## config.mk

```make
export PLATFORM = sky130hd
export DESIGN_NAME = tx_ffe_serializer
export DESIGN_NICKNAME = d
export VERILOG_FILES = /design/src/rtl/tx_ffe_serializer.sv
export SDC_FILE = /design/constraint.sdc
export NUM_CORES = 1
export LEC_CHECK = 0
export CORE_MARGIN = 2
export CORE_UTILIZATION = 55
export DETAILED_ROUTE_END_ITERATION = 8
export DONT_BUFFER_PORTS = 1
export PLACE_DENSITY = 0.8
export SYNTH_ARGS = -nofsm -noshare
export SYNTH_HDL_FRONTEND = slang
export SYNTH_SLANG_ARGS = --single-unit
```

## constraint.sdc

```tcl
create_clock -name clk -period 3.97 [get_ports clk]
set_input_delay 0.794 -clock clk [delete_from_list [all_inputs] [get_ports clk]]
set_output_delay 0.794 -clock clk [all_outputs]
set_load 0.02 [all_outputs]
```

## src/rtl/tx_ffe_serializer.sv

```systemverilog
// LSB-first serializer with a 2-tap FFE (main cursor plus post-cursor de-emphasis) that drives a signed DAC code.
// Optional macro TX_PRBS_EN adds a prbs_en input that sends PRBS7 through the same FFE while the block is idle.
module tx_ffe_serializer #(
    parameter int WIDTH  = 8,
    parameter int CODE_W = 8
) (
    input  logic                     clk,
    input  logic                     rst,
    input  logic [WIDTH-1:0]         in_data,
    input  logic                     in_valid,
    output logic                     in_ready,
    input  logic [CODE_W-2:0]        c0,
    input  logic [CODE_W-2:0]        c1,
`ifdef TX_PRBS_EN
    input  logic                     prbs_en,
`endif
    output logic signed [CODE_W-1:0] dac_code,
    output logic                     tx_active
);

    localparam int CNT_W = $clog2(WIDTH);
    localparam logic signed [CODE_W:0] CODE_MAX = {2'b00, {(CODE_W-1){1'b1}}};
    localparam logic signed [CODE_W:0] CODE_MIN = -CODE_MAX;

    typedef enum logic {IDLE, SHIFT} state_t;

    state_t              state_q, state_d;
    logic [WIDTH-1:0]    shreg_q;
    logic [CNT_W-1:0]    cnt_q;
    logic [CODE_W-2:0]   c0_q, c1_q;
    logic                prev_bit_q, prev_valid_q;

    logic                accept, last, prbs_run, emit, tx_bit;
    logic [CODE_W-2:0]   w0, w1;
    logic signed [CODE_W:0] main_t, post_t, sum;
    logic signed [CODE_W-1:0] code_sat;

`ifdef TX_PRBS_EN
    logic [6:0] lfsr_q;
    assign prbs_run = prbs_en && (state_q == IDLE);
    // PRBS uses the live weights since there is no accept to latch them.
    assign tx_bit   = prbs_run ? lfsr_q[6] : shreg_q[0];
    assign w0       = prbs_run ? c0 : c0_q;
    assign w1       = prbs_run ? c1 : c1_q;
`else
    assign prbs_run = 1'b0;
    assign tx_bit   = shreg_q[0];
    assign w0       = c0_q;
    assign w1       = c1_q;
`endif

    assign last     = (cnt_q == CNT_W'(WIDTH - 1));
    assign in_ready = !rst && !prbs_run && ((state_q == IDLE) || last);
    assign accept   = in_valid && in_ready;
    assign emit     = (state_q == SHIFT) || prbs_run;

    // NOTE: every always_comb output gets a default first so no path can infer a latch.
    always_comb begin
        state_d = state_q;
        case (state_q)
            IDLE:    if (accept) state_d = SHIFT;
            SHIFT:   if (last)   state_d = accept ? SHIFT : IDLE;
            default: state_d = IDLE;
        endcase
    end

    always_comb begin
        main_t = tx_bit ? $signed({2'b00, w0}) : -$signed({2'b00, w0});
        post_t = '0;
        if (prev_valid_q)
            post_t = prev_bit_q ? -$signed({2'b00, w1}) : $signed({2'b00, w1});
        sum = main_t + post_t;
        if (sum > CODE_MAX)
            code_sat = CODE_MAX[CODE_W-1:0];
        else if (sum < CODE_MIN)
            code_sat = CODE_MIN[CODE_W-1:0];
        else
            code_sat = sum[CODE_W-1:0];
    end

    // NOTE: non-blocking updates; a later assignment in this block (accept) overrides the shift/count step.
    always_ff @(posedge clk) begin
        if (rst) begin
            state_q      <= IDLE;
            shreg_q      <= '0;
            cnt_q        <= '0;
            c0_q         <= '0;
            c1_q         <= '0;
            prev_bit_q   <= 1'b0;
            prev_valid_q <= 1'b0;
            dac_code     <= '0;
            tx_active    <= 1'b0;
`ifdef TX_PRBS_EN
            lfsr_q       <= 7'h7F;
`endif
        end else begin
            state_q <= state_d;
            if (emit) begin
                dac_code     <= code_sat;
                tx_active    <= 1'b1;
                prev_bit_q   <= tx_bit;
                prev_valid_q <= 1'b1;
            end else begin
                dac_code     <= '0;
                tx_active    <= 1'b0;
                prev_valid_q <= 1'b0;
            end
            if (state_q == SHIFT) begin
                shreg_q <= shreg_q >> 1;
                cnt_q   <= last ? '0 : cnt_q + CNT_W'(1);
            end
            if (accept) begin
                shreg_q <= in_data;
                c0_q    <= c0;
                c1_q    <= c1;
                cnt_q   <= '0;
            end
`ifdef TX_PRBS_EN
            if (prbs_run)
                lfsr_q <= {lfsr_q[5:0], lfsr_q[6] ^ lfsr_q[5]};
`endif
        end
    end

endmodule
```

==> impl_metrics.tcl <==
set metrics [dict create \
    p_clk_frac 0.361 \
    timing.rr.end "dac_code[1]" \
    cts_resized 0 \
    hold_viol 0 \
    fp.coreArea_sq_um 3690 \
    r2r_cells 12 \
    ys_warn_count 0 \
    cts_sinks 36 \
    n_fill_cell 355 \
    synthSimpleGateAreaFrac 0.227 \
    post-route-min-period_ns 3.00 \
    drt-total-wl_mm 4.00 \
    end_kind "flop" \
    cts_tree "built" \
    overflow 0 \
    path_cells "inv_1 > ha_1 > nand2_1 > o31ai_1 > xnor2_1 > and2_1 > ha_1 > a21oi_1 > mux2_2 > nor3b_4 > o211ai_1 > o311ai_0" \
    synth_top_family_by_area "simple AND/OR/NAND/NOR gates" \
    fin_crit_sh 0.755 \
    cpMostUsedCell "ha_1" \
    grt_pass1_wl_mm 6.92 \
    worstMarginPinSlew_ns 0.748 \
    finalSetupViolations 0 \
    drc 0 \
    path_max_fanout 6 \
    maxSlewHeadroom 0.501 \
    synth_edf_count 0 \
    ys_seq_area_frac 0.341 \
    critical-path-top-delay-family "compound AO/OA/AOI/OAI gates" \
    power.share.sequential 0.429 \
    track_usage 0.210 \
    total_power_mw 0.989 \
    drtPass1Iterations 4 \
    dieArea_sq_um 4350 \
    synthTopCellsByArea "dfxtp_1, ha_1, nand2_1, mux2i_1, xnor2_1" \
    dieWidth_microns 66.0 \
    critical_path_class "flop to flop" \
    layout-drive-gt1-share 0.0667 \
    wire_per_inst_microns 13.9 \
    insertion_delay_ns 0.29 \
    synth_adder_area_share 0.0806 \
    rsz0062_at_grt "false" \
    slowest_stage "mux2_2" \
    dr_total_vias 1609 \
    dp.final_hpwl_mm 2.93 \
    rrSetupSlack_ns 0.97 \
    htreeDepth 2 \
    rr_startpoint "c1_q[1]" \
    status "finished clean" \
    start_util 0.572 \
    nNetsFinal 277 \
    power.density_nw_per_um2 447 \
    drt_iter0_markers 63 \
    die_y_microns 66.0 \
    max_stage_delay_ns 0.39 \
    cts.path.max_buffers 2 \
    worstSetupStartpointType "flop" \
    gp_congestion 0.814 \
    hold_end "shreg_q[7]" \
    synth_fp_nets 282 \
    portBuffers 0 \
    pin_count 35 \
    yosysTopAreaCellShare 0.341 \
    cp_num_buf_inv 1 \
    cts_setup_buffers 0 \
    multiInputGateArea_sq_um 1270 \
    p_comb_frac 0.209 \
    syn_inst 244 \
    final.setup.tns_ns 0 \
    synth_common_cells "dfxtp_1, nand2_1, nor2_1" \
    root_buffer "clkbuf_8" \
    whs_path_depth 2 \
    cp_num_cells 12 \
    vias_per_cell 5.59 \
    post-synth-top-count-cell "dfxtp_1" \
    muxShareOfSynthArea 0.0622 \
    rows 22 \
    synth_seq_cells 36 \
    ir_drop_uv 225 \
    clkTransAtPathRegs_ns 0.08 \
    synth_compound_area_frac 0.164 \
    synth.distinct_cells 46 \
    n_antenna_cell 0 \
    numCtsBuffers 5 \
    skew_ns 0.00826 \
    first_global_vias 1558 \
    yosys.area.top_type "dfxtp_1" \
    timing.fmax_mhz 334 \
    antenna_found_initial 0 \
    area_growth_pct 4.92 \
    netlist_area_sq_um 2110 \
    seqCellArea_sq_um 721 \
    synthArstFlopShare 0 \
    leakagePower_nw 0.946 \
    ctsHoldBuffers 0 \
    synth_ff_type "dfxtp_1" \
    min-delay-start "shreg_q[7]" \
    ant_nets 0 \
    swShare 0.292 \
    report.final.slew_viol_count 0 \
    final_util 0.600 \
    maxCapViolations 0 \
    p_int_mw 0.700 \
    synth_area_per_cell_sq_um 8.65 \
    hold_slack_ns 0.483 \
    p_switching_mw 0.289 \
    crit_arrival_ns 3.18 \
    grt_max_degree 30 \
    worstPathRequired_ns 4.15 \
    min_path_type "flop to flop" \
    synth_xor_xnor_area_share 0.0664 \
]
==> layout make-up <==
class                      count  share of cell area
tap                           48              0.0271
multi-input combinational    185               0.572
sequential                    36               0.325
inverter                      11              0.0186
clock buffer                   7              0.0435
clock inverter                 1              0.0136
==> sequential cells by signal (all words and copies together) (netlist names) <==
| name | count |
|---|---|
| dac_code | 8 |
| shreg_q | 8 |
| c0_q | 7 |
| c1_q | 7 |
| cnt_q | 3 |
| emit | 1 |
| prev_bit_q | 1 |
| prev_valid_q | 1 |
==> cells by family after synthesis <==
group / Yosys count
compound gates: 48
xor+xnor: 16
fa+ha+maj: 13
buf+inv: 23
flops: 36
mux: 13
simple gates: 95
==> power by group through the flow <==
stage	clock [mW]	combinational [mW]	sequential, mW
floorplan	0	0.186	0.423
global placement	0	0.201	0.433
detailed placement	0	0.205	0.433
CTS	0.365	0.207	0.425
global route	0.380	0.230	0.429
finish	0.357	0.207	0.425
==> tightest hold or removal path, delay by kind of cell, from the launching register on <==
| family | cells | cell delay (ns) |
|---|---|---|
| and+or+nand+nor | 1 | 0.07 |
| AOI/OAI and AO/OA | 1 | 0.06 |
| DFF | 1 | 0.31 |
==> how the worst max path moves through the flow <==
stage,startpoint,endpoint
floorplan,c1_q[0],dac_code[0]
global route,c1_q[1],dac_code[1]
detailed placement,c1_q[1],dac_code[1]
CTS,c1_q[1],dac_code[1]
global placement,c1_q[0],dac_code[1]
finish,c1_q[1],dac_code[1]
==> per-stage QoR <==
step / instance area, sq um / cells / setup WS [ns]
floorplan: 2110 / 244 / 1.28
global placement: 2090 / 280 / 1.04
CTS: 2210 / 288 / 0.992
finish: 2210 / 288 / 0.972
detailed placement: 2090 / 280 / 1.01
global route: 2210 / 288 / 0.739
==> layer usage <==
layer | vias up | track usage | share of wire
li1 | 845 | - | -
met4 | 0 | 0.0995 | 0.018
met1 | 716 | 0.268 | 0.47
met5 | - | 0 | 0
met3 | 6 | 0.0511 | 0.049
met2 | 42 | 0.331 | 0.46
==> cells in the final DEF, fill, tap and decap left out, types with 2 or more instances in the layout <==
| cell type | synthesis | layout |
|---|---|---|
| o2111ai_1 | 2 | 2 |
| xnor2_1 | 10 | 10 |
| o311ai_0 | 3 | 3 |
| nor2_1 | 23 | 23 |
| a21oi_1 | 9 | 9 |
| a21o_1 | 3 | 3 |
| dfxtp_1 | 36 | 36 |
| o31ai_1 | 8 | 8 |
| nand2_1 | 35 | 35 |
| ha_1 | 12 | 12 |
| clkbuf_8 | 0 | 7 |
| and2_1 | 6 | 6 |
| nor2b_1 | 2 | 2 |
| inv_1 | 11 | 11 |
| a211oi_1 | 7 | 7 |
| o21ai_0 | 5 | 5 |
| xor2_1 | 6 | 6 |
| nor3_1 | 7 | 7 |
| a31oi_1 | 3 | 3 |
| mux2i_1 | 12 | 12 |
| nand3b_1 | 10 | 10 |
| a41oi_1 | 2 | 2 |
Power figures use the tool's default switching activity.
